--- config.mk ---
export PLATFORM = sky130hd
export DESIGN_NAME = trap_ctrl_flat
export DESIGN_NICKNAME = d
export VERILOG_FILES = /design/src/rtl/trap_if.sv /design/src/rtl/trap_ctrl.sv /design/src/flat_wrapper.sv
export SDC_FILE = /design/constraint.sdc
export NUM_CORES = 1
export LEC_CHECK = 0
export BUFFER_PORTS_ARGS = -buffer_cell sky130_fd_sc_hd__buf_2
export CELL_PAD_IN_SITES_DETAIL_PLACEMENT = 1
export CELL_PAD_IN_SITES_GLOBAL_PLACEMENT = 2
export CORE_MARGIN = 2
export CORE_UTILIZATION = 35
export CTS_CLUSTER_DIAMETER = 150
export DETAILED_ROUTE_END_ITERATION = 7
export PLACE_DENSITY_LB_ADDON = 0.1
export SYNTH_ARGS = -nofsm -noshare
export SYNTH_HDL_FRONTEND = slang
export SYNTH_SLANG_ARGS = --single-unit
--- constraint.sdc ---
create_clock -name clk -period 2.9 [get_ports clk]
set_input_delay 0.58 -clock clk [delete_from_list [all_inputs] [get_ports clk]]
set_output_delay 0.58 -clock clk [all_outputs]
set_load 0.005 [all_outputs]
--- src/rtl/trap_if.sv ---
// rtl/trap_if.sv - exception request, CSR access and PC redirect signals between execute stage and trap_ctrl
interface trap_if;
    logic        exc_ecall;
    logic        exc_ebreak;
    logic        exc_illegal;
    logic        mret_req;
    logic [31:0] reg_pc_val;
    logic [31:0] ins_word;
    logic        csr_w_op;
    logic [11:0] csr_w_addr;
    logic [31:0] csr_w_val;
    logic [11:0] csr_r_addr;
    logic [31:0] csr_r_val;
    logic        reg_pc_w_op;
    logic [31:0] reg_pc_w_val;
    logic        busy;
    logic        trap_ack;

    modport master (
        output exc_ecall, exc_ebreak, exc_illegal, mret_req,
        output reg_pc_val, ins_word,
        output csr_w_op, csr_w_addr, csr_w_val, csr_r_addr,
        input  csr_r_val, reg_pc_w_op, reg_pc_w_val, busy, trap_ack
    );

    modport slave (
        input  exc_ecall, exc_ebreak, exc_illegal, mret_req,
        input  reg_pc_val, ins_word,
        input  csr_w_op, csr_w_addr, csr_w_val, csr_r_addr,
        output csr_r_val, reg_pc_w_op, reg_pc_w_val, busy, trap_ack
    );
endinterface

--- src/rtl/trap_ctrl.sv ---
// rtl/trap_ctrl.sv - machine-mode trap entry / MRET sequencer owning the trap CSRs and the PC redirect
module trap_ctrl #(
    parameter logic [31:0] RESET_MTVEC = 32'h0000_0100
) (
    input  logic   clk,
    input  logic   rst,
    trap_if.slave  bus
);

    typedef enum logic [2:0] {
        ST_IDLE = 3'd0,
        ST_SAVE = 3'd1,
        ST_JUMP = 3'd2,
        ST_RET  = 3'd3,
        ST_ACK  = 3'd4
    } state_t;

    typedef enum logic [1:0] {
        KIND_ECALL   = 2'd0,
        KIND_EBREAK  = 2'd1,
        KIND_ILLEGAL = 2'd2,
        KIND_MRET    = 2'd3
    } kind_t;

    localparam logic [11:0] ADDR_MSTATUS = 12'h300;
    localparam logic [11:0] ADDR_MTVEC   = 12'h305;
    localparam logic [11:0] ADDR_MEPC    = 12'h341;
    localparam logic [11:0] ADDR_MCAUSE  = 12'h342;
    localparam logic [11:0] ADDR_MTVAL   = 12'h343;

    localparam logic [31:0] MTVEC_RST = {RESET_MTVEC[31:2], 2'b00};

    state_t      state_q,  state_d;
    kind_t       kind_q,   kind_d;
    logic [31:0] pc_lat_q, pc_lat_d;
    logic [31:0] ins_lat_q, ins_lat_d;
    logic [31:0] mtvec_q,  mtvec_d;
    logic [31:0] mepc_q,   mepc_d;
    logic [31:0] mcause_q, mcause_d;
    logic [31:0] mtval_q,  mtval_d;
    logic        mie_q,    mie_d;
    logic        mpie_q,   mpie_d;

    logic        req_any;
    logic [31:0] mstatus_rd;

    assign req_any    = bus.exc_ecall | bus.exc_ebreak | bus.exc_illegal | bus.mret_req;
    assign mstatus_rd = {19'd0, 2'b11, 3'd0, mpie_q, 3'd0, mie_q, 3'd0};

    always_ff @(posedge clk) begin
        if (rst) begin
            state_q   <= ST_IDLE;
            kind_q    <= KIND_ECALL;
            pc_lat_q  <= 32'd0;
            ins_lat_q <= 32'd0;
            mtvec_q   <= MTVEC_RST;
            mepc_q    <= 32'd0;
            mcause_q  <= 32'd0;
            mtval_q   <= 32'd0;
            mie_q     <= 1'b0;
            mpie_q    <= 1'b0;
        end else begin
            state_q   <= state_d;
            kind_q    <= kind_d;
            pc_lat_q  <= pc_lat_d;
            ins_lat_q <= ins_lat_d;
            mtvec_q   <= mtvec_d;
            mepc_q    <= mepc_d;
            mcause_q  <= mcause_d;
            mtval_q   <= mtval_d;
            mie_q     <= mie_d;
            mpie_q    <= mpie_d;
        end
    end

    always_comb begin
        state_d   = state_q;
        kind_d    = kind_q;
        pc_lat_d  = pc_lat_q;
        ins_lat_d = ins_lat_q;
        mtvec_d   = mtvec_q;
        mepc_d    = mepc_q;
        mcause_d  = mcause_q;
        mtval_d   = mtval_q;
        mie_d     = mie_q;
        mpie_d    = mpie_q;

        case (state_q)
            ST_IDLE: begin
                if (req_any) begin
                    pc_lat_d  = bus.reg_pc_val;
                    ins_lat_d = bus.ins_word;
                    if (bus.exc_illegal) begin
                        kind_d  = KIND_ILLEGAL;
                        state_d = ST_SAVE;
                    end else if (bus.exc_ebreak) begin
                        kind_d  = KIND_EBREAK;
                        state_d = ST_SAVE;
                    end else if (bus.exc_ecall) begin
                        kind_d  = KIND_ECALL;
                        state_d = ST_SAVE;
                    end else begin
                        kind_d  = KIND_MRET;
                        state_d = ST_RET;
                    end
                end else if (bus.csr_w_op) begin
                    // A pending request in the same cycle takes this branch's place, so the write is lost.
                    case (bus.csr_w_addr)
                        ADDR_MSTATUS: begin
                            mie_d  = bus.csr_w_val[3];
                            mpie_d = bus.csr_w_val[7];
                        end
                        ADDR_MTVEC:  mtvec_d  = {bus.csr_w_val[31:2], 2'b00};
                        ADDR_MEPC:   mepc_d   = {bus.csr_w_val[31:2], 2'b00};
                        ADDR_MCAUSE: mcause_d = bus.csr_w_val;
                        ADDR_MTVAL:  mtval_d  = bus.csr_w_val;
                        default: ;
                    endcase
                end
            end
            ST_SAVE: begin
                mepc_d = {pc_lat_q[31:2], 2'b00};
                case (kind_q)
                    KIND_ILLEGAL: begin
                        mcause_d = 32'd2;
                        mtval_d  = ins_lat_q;
                    end
                    KIND_EBREAK: begin
                        mcause_d = 32'd3;
                        mtval_d  = pc_lat_q;
                    end
                    default: begin
                        mcause_d = 32'd11;
                        mtval_d  = 32'd0;
                    end
                endcase
                mpie_d  = mie_q;
                mie_d   = 1'b0;
                state_d = ST_JUMP;
            end
            ST_JUMP: state_d = ST_ACK;
            ST_RET: begin
                mie_d   = mpie_q;
                mpie_d  = 1'b1;
                state_d = ST_ACK;
            end
            ST_ACK:  state_d = ST_IDLE;
            default: state_d = ST_IDLE;
        endcase
    end

    // Pulses are masked by rst so a reset landing in JUMP/RET/ACK never escapes as a redirect or ack.
    always_comb begin
        bus.reg_pc_w_op  = 1'b0;
        bus.reg_pc_w_val = 32'd0;
        bus.trap_ack     = 1'b0;
        bus.busy         = (state_q != ST_IDLE);
        if (!rst) begin
            if (state_q == ST_JUMP) begin
                bus.reg_pc_w_op  = 1'b1;
                bus.reg_pc_w_val = {mtvec_q[31:2], 2'b00};
            end else if (state_q == ST_RET) begin
                bus.reg_pc_w_op  = 1'b1;
                bus.reg_pc_w_val = mepc_q;
            end
            bus.trap_ack = (state_q == ST_ACK);
        end
    end

    always_comb begin
        bus.csr_r_val = 32'd0;
        case (bus.csr_r_addr)
            ADDR_MSTATUS: bus.csr_r_val = mstatus_rd;
            ADDR_MTVEC:   bus.csr_r_val = mtvec_q;
            ADDR_MEPC:    bus.csr_r_val = mepc_q;
            ADDR_MCAUSE:  bus.csr_r_val = mcause_q;
            ADDR_MTVAL:   bus.csr_r_val = mtval_q;
            default:      bus.csr_r_val = 32'd0;
        endcase
    end

endmodule

--- src/flat_wrapper.sv ---
// flat-port wrapper written by rule: the top's interface ports become plain ports
module trap_ctrl_flat 
#(
    parameter logic [31:0] RESET_MTVEC = 32'h0000_0100
)
  (clk, rst, bus_exc_ecall, bus_exc_ebreak, bus_exc_illegal, bus_mret_req, bus_reg_pc_val, bus_ins_word, bus_csr_w_op, bus_csr_w_addr, bus_csr_w_val, bus_csr_r_addr, bus_csr_r_val, bus_reg_pc_w_op, bus_reg_pc_w_val, bus_busy, bus_trap_ack);
  trap_if bus_i ();
  input  logic clk;
  input  logic rst;
  input wire logic [$bits(bus_i.exc_ecall)-1:0] bus_exc_ecall;
  input wire logic [$bits(bus_i.exc_ebreak)-1:0] bus_exc_ebreak;
  input wire logic [$bits(bus_i.exc_illegal)-1:0] bus_exc_illegal;
  input wire logic [$bits(bus_i.mret_req)-1:0] bus_mret_req;
  input wire logic [$bits(bus_i.reg_pc_val)-1:0] bus_reg_pc_val;
  input wire logic [$bits(bus_i.ins_word)-1:0] bus_ins_word;
  input wire logic [$bits(bus_i.csr_w_op)-1:0] bus_csr_w_op;
  input wire logic [$bits(bus_i.csr_w_addr)-1:0] bus_csr_w_addr;
  input wire logic [$bits(bus_i.csr_w_val)-1:0] bus_csr_w_val;
  input wire logic [$bits(bus_i.csr_r_addr)-1:0] bus_csr_r_addr;
  output wire logic [$bits(bus_i.csr_r_val)-1:0] bus_csr_r_val;
  output wire logic [$bits(bus_i.reg_pc_w_op)-1:0] bus_reg_pc_w_op;
  output wire logic [$bits(bus_i.reg_pc_w_val)-1:0] bus_reg_pc_w_val;
  output wire logic [$bits(bus_i.busy)-1:0] bus_busy;
  output wire logic [$bits(bus_i.trap_ack)-1:0] bus_trap_ack;
  assign bus_i.exc_ecall = bus_exc_ecall;
  assign bus_i.exc_ebreak = bus_exc_ebreak;
  assign bus_i.exc_illegal = bus_exc_illegal;
  assign bus_i.mret_req = bus_mret_req;
  assign bus_i.reg_pc_val = bus_reg_pc_val;
  assign bus_i.ins_word = bus_ins_word;
  assign bus_i.csr_w_op = bus_csr_w_op;
  assign bus_i.csr_w_addr = bus_csr_w_addr;
  assign bus_i.csr_w_val = bus_csr_w_val;
  assign bus_i.csr_r_addr = bus_csr_r_addr;
  assign bus_csr_r_val = bus_i.csr_r_val;
  assign bus_reg_pc_w_op = bus_i.reg_pc_w_op;
  assign bus_reg_pc_w_val = bus_i.reg_pc_w_val;
  assign bus_busy = bus_i.busy;
  assign bus_trap_ack = bus_i.trap_ack;
  trap_ctrl #(.RESET_MTVEC(RESET_MTVEC)) u_core (.clk(clk), .rst(rst), .bus(bus_i));
endmodule
; ---- Word level (Yosys, flattened, before mapping)
; Cells that the tools add are included.
[word_totals]
output_inout_bits = 67
wordCells = 86
register_bits = 197
in_bits = 127
[op_classes]
muxes = 38
n_reduce_logical = 11
bitwise_logic = 4
n_eq_ne = 23
[ops]
columns = cell, n
row1 = $mux 32, 12
row2 = $pmux 32 s2, 4
row3 = $pmux 32 s5, 1
row4 = $eq 12x10->1 const B, 10
row5 = $reduce_and 4->1, 5
row6 = $ne 2x2->1 const B, 6
row7 = $mux 1, 10
row8 = $mux 3, 3
row9 = $pmux 3 s3, 1
row10 = $mux 2, 4
row11 = $pmux 4 s2, 1
row12 = $eq 3x2->1 const B, 2
row13 = $pmux 1 s3, 2
row14 = $reduce_bool 3->1, 2
row15 = $eq 3x1->1 const B, 1
row16 = $eq 3x3->1 const B, 1
row17 = $logic_not 3->1, 1
row18 = $or 1x1->1, 3
row19 = $eq 2x1->1 const B, 1
row20 = $eq 2x2->1 const B, 1
row21 = $ne 2x1->1 const B, 1
row22 = $reduce_and 2->1, 1
row23 = $reduce_bool 2->1, 1
row24 = $reduce_or 2->1, 1
row25 = $not 1->1, 1

; ---- Longest topological paths before layout
[depth]
depth_word = 5
mapped_depth = 8
mapped_depth_nobuf = 6

; ---- Worst setup path before layout
; Ideal clock, no wire load.
[synth_path]
kind = input -> output
start = input bus_csr_r_addr[0]
end = output bus_csr_r_val[13]
arrival_time_ps = 1793
setup_slack_ps = 527
path_buffers = 2
stages = 5
required_time_ps = 2320
path_cell_list = clkbuf_1 -> clkbuf_1 -> mux2i_1 -> nor2_1 -> a221o_1
[synth_via]
elab_chain_len = 2
word_cells_on_any_way = 6
classes_between = eq/ne: 5 / mux: 1
[synth_rtl]
columns = item, line
row1 = "start, declared", flat_wrapper.sv:19  ; input wire logic [$bits(bus_i.csr_r_addr)-1:0] bus_csr_r_addr;
row2 = $eq 12x10->1, trap_ctrl.sv:172  ; case (bus.csr_r_addr)
row3 = $pmux 32 s5 *, trap_ctrl.sv:172
row4 = "end, declared", flat_wrapper.sv:20  ; output wire logic [$bits(bus_i.csr_r_val)-1:0] bus_csr_r_val;
; Every way passes the cells marked *; elsewhere a longest branch is shown, timed or not.

; ---- Worst setup path after layout
[layout_path]
start = register u_core.state_q[1]
end = output bus_reg_pc_w_val[7]
[layout_via]
elab_chain_len = 4
word_cells_on_any_way = 5
classes_between = eq/ne: 2 / mux: 3
[layout_rtl]
columns = item, line
row1 = "start, declared", trap_ctrl.sv:33  ; state_t state_q, state_d;
row2 = "start signal, assigned", trap_ctrl.sv:63  ; state_q <= state_d;
row3 = $eq 3x2->1, trap_ctrl.sv:162  ; end else if (state_q == ST_RET) begin
row4 = $mux 32, trap_ctrl.sv:162
row5 = $mux 32 *, trap_ctrl.sv:159  ; if (state_q == ST_JUMP) begin
row6 = $mux 32 *, trap_ctrl.sv:158  ; if (!rst) begin
row7 = "end, declared", flat_wrapper.sv:22  ; output wire logic [$bits(bus_i.reg_pc_w_val)-1:0] bus_reg_pc_w_val;
; Marked as above.

==> results.md <==
* Startpoint types: register
* Critical path class: reg -> out
* Initial Util at roughly 36%
* Ys async rst share at 0%
* Total GRT Usage at about 25%
* Fmax at 373 MHz
* Skew-Pair Late Insertion Delay at about 0.45 ns
* Placer congestion estimate at roughly 0.8
* Core area at 0.0279 mm²
* Final ANT Viol Nets at 0
* Register area share after synthesis at about two fifths
* Clk sinks at between 150 and 200
* Distinct cell type count after synthesis at 54
* TritonCTS buffer count at 17
* Clock share of power at between 30% and 40%
* Int Power at 4610 µW
* Pwr per Cell Area at approximately 570 mW/mm²
* Initial antenna violation count at 2
* Finish-stage setup viols at 0
* Root Driver: clkbuf_16
* Hold Buf Count CTS at 0
* Max Cap Viol at 0
* Layout area overhead at 19.5%
* Design area at 0.0119 mm²
* Final-layout fill cell count at between 3000 and 4000
* CP Max Fanout at 30
* Area of the die at just under 0.03 mm²
* CP max stage cell: dfxtp_1
* Switching share of power at approximately a third
* Drt via density at roughly 5.4
* Global route total overflow at 0
* Psw at ~2100 µW
* R2r endpoint: u_core.mtval_q[22]
* RSZ-0062 raised after global routing: no
* Final worst slack at 0.221 ns
* Mean post-synth cell area at a little over 8 µm²
* First-pass GRT wire length at around 58 mm
* Crit Reg-Reg Startpoint: u_core.state_q[0]
* Largest cells by area after synthesis: dfxtp_1 (39%), nand2_1 (8.2%), a21oi_1 (8.0%)
* First-pass DRT Iterations at 5
* CP Cell Sequence: nand2b_1 > nor2_2 > buf_4 > a22oi_1 > nor2_1 > buf_2
* FF-to-FF setup slack at roughly 0.67 ns
* Slew of the pin with the lowest slew margin at 0.668 ns
* Setup Buffers After CTS at 0
* CTS tree: yes
* Post-CTS sizing at 0
* Cells after Synth at 1234
* Vias in the first global route at 9505
* Sequential Power Share at ~46%
* Setup TNS at 0 ns
* Reg2Reg Depth at 5
* Slew HR at a little under three fifths
* Data required time of the worst path at between 2 and 2.5 ns
* Final HPWL DP at between 20 and 30 mm
* Share of layout cells above drive strength 1 at a little under a quarter
* WP data arrival at roughly 2.1 ns
* Synth area leader: dfxtp_1
* Max rail drop VDD at ~380 µV
* Comb pwr share at between 10% and 20%
* Post-synth top area share at 39.3%
* Final period utilization at between 90% and 100%
* Via count at 9595
* Warnings, synthesis at 0
* Num rows at between 60 and 70
* Dpl ws at about 0.15 ns
* Crit path capture type: primary output
* Die H at between 150 and 200 µm
* 1st-iter DRT viols at 720
* Synth Cell Area at around 0.0099 mm²
* Worst Hold End: u_core.pc_lat_q[5]
* Clock Skew at between 0.01 and 0.015 ns
* Clk buf depth at 2
* Wire per inst at approximately 21 µm
* PortBufs at 191
* Post-synth EDFFs at 0
* Post-Route WL at 37.2 mm
* DP Area at 0.0113 mm²
* Leak at ~0.0047 µW
* Num ports at slightly below 200
* Synthesized flop and latch total at just under 200
* Worst-path clk slew at ~0.08 ns
* Hold WS at roughly 0.36 ns
* Hold Path Class: in -> reg
* Number of nets in the layout at approximately 1500
* Delay of the slowest cell on the worst path at around 0.57 ns
* Chip width at 173 µm
* Post-route DRC at 0
* Hold path cells at 3
* Max-slew violations at 0
* Crit path time final at ~2.7 ns
* Min-Delay Startpoint: bus_reg_pc_val[5]
* Fin. Hold Viols at 0
* Htree depth at 4
* Most used DFF post-synth: dfxtp_1
* Outcome: finished clean
* Largest net degree at the start of global routing at 55
kinds of logic after synthesis:
logic type	synth area share, %
AOI/OAI and AO/OA	27.5
and+or+nand+nor	19.1
DFF	39.3
buffers and inverters	6.09
muxes	7.78
adders and majority gates	0.252
other	0.0377
through the flow:
step	power, µW	utilization, %	std cells
2_1_floorplan	3860	-	1235
3_3_place_gp	4330	40.4	1729
3_5_place_dp	4350	40.4	1729
4_1_cts	6790	42.6	1761
5_1_grt	7060	42.6	1761
6_report	6740	42.7	1762
layout by cell type (no fill, tap or decap), types with 3 or more instances in the layout:
cell type / instances
clkinvlp_4: 3
nand2b_1: 3
a21oi_1: 158
a221o_1: 16
a22o_1: 30
buf_12: 3
buf_4: 49
nor2_1: 57
nand3_1: 63
clkbuf_16: 17
a21boi_0: 31
dfxtp_1: 195
inv_6: 3
inv_1: 7
o211ai_1: 11
o21ai_0: 71
inv_8: 4
mux2i_1: 30
buf_2: 190
a211oi_1: 63
and3_1: 4
nand4_1: 3
nor2b_1: 32
a22oi_1: 35
nor2_2: 3
and4_1: 6
nand4b_1: 3
mux2_4: 30
nand2_1: 216
area by class of cell:
class / instances / area (µm²) / area share (%)
sequential: 195 / 3900 / 32.8
clock inverter: 14 / 165 / 1.39
clock buffer: 18 / 439 / 3.70
timing repair buffer: 243 / 1390 / 11.7
multi-input combinational: 906 / 5480 / 46.1
inverter: 7 / 26.3 / 0.221
antenna: 1 / 2.50 / 0.0211
tap: 378 / 473 / 3.98
cell usage after synthesis, types with 2 or more instances:
library cell	instances
nand2_1	216
dfxtp_1	195
a21oi_1	158
clkbuf_1	74
o21ai_0	71
a211oi_1	63
nand3_1	63
nor2_1	60
buf_2	40
a22oi_1	35
nor2b_1	32
a21boi_0	31
a22o_1	30
mux2_4	30
mux2i_1	30
a221o_1	16
o211ai_1	11
inv_1	7
and4_1	6
buf_6	5
and3_1	4
buf_1	4
buf_4	4
nand2b_1	4
nand4_1	3
nand4b_1	3
a311oi_1	2
a31oi_1	2
a41oi_1	2
and3b_1	2
and4bb_2	2
ha_1	2
mux2_2	2
nor3b_1	2
nor4_2	2
nor4b_1	2
o21ai_1	2
critical path, delay by kind of cell, from the launching register on:
family	cells	cell delay (ns)
DFF	1	0.57
buffers and inverters	2	0.51
and+or+nand+nor	3	0.41
AOI/OAI and AO/OA	1	0.15
power by group through the flow:
stage / sequential [µW] / clock [µW] / combinational, µW
after floorplan: 3040 / 0 / 821
after global placement: 3120 / 0 / 1210
after global routing: 3100 / 2610 / 1350
final: 3070 / 2440 / 1220
after detailed placement: 3130 / 0 / 1220
after CTS: 3070 / 2500 / 1230
worst max-delay path by stage:
stage / end / startpoint / depth (start not counted)
finish: bus_reg_pc_w_val[7] / u_core.state_q[1] / 6
CTS: bus_csr_r_val[27] / bus_csr_r_addr[3] / 7
global route: bus_reg_pc_w_val[24] / u_core.state_q[1] / 6
global placement: bus_csr_r_val[27] / bus_csr_r_addr[3] / 7
floorplan: bus_csr_r_val[13] / bus_csr_r_addr[0] / 5
detailed placement: bus_csr_r_val[27] / bus_csr_r_addr[3] / 7
registers in the layout (all words and copies together) (netlist names):
register          cells
u_core.ins_lat_q     32
u_core.kind_q         2
u_core.mcause_q      32
u_core.mepc_q        30
u_core.mie_q          1
u_core.mpie_q         1
u_core.mtval_q       32
u_core.mtvec_q       30
u_core.pc_lat_q      32
u_core.state_q        3
per-layer routing:
layer / up-vias / share of wire [%] / global-route usage, %
li1: 4691 / - / -
met1: 4628 / 53 / 38.8
met2: 261 / 40 / 34.8
met3: 13 / 5.8 / 5.15
met4: 2 / 0.52 / 3.49
met5: - / 0.032 / 0
(Power assumes the default switching activity.)
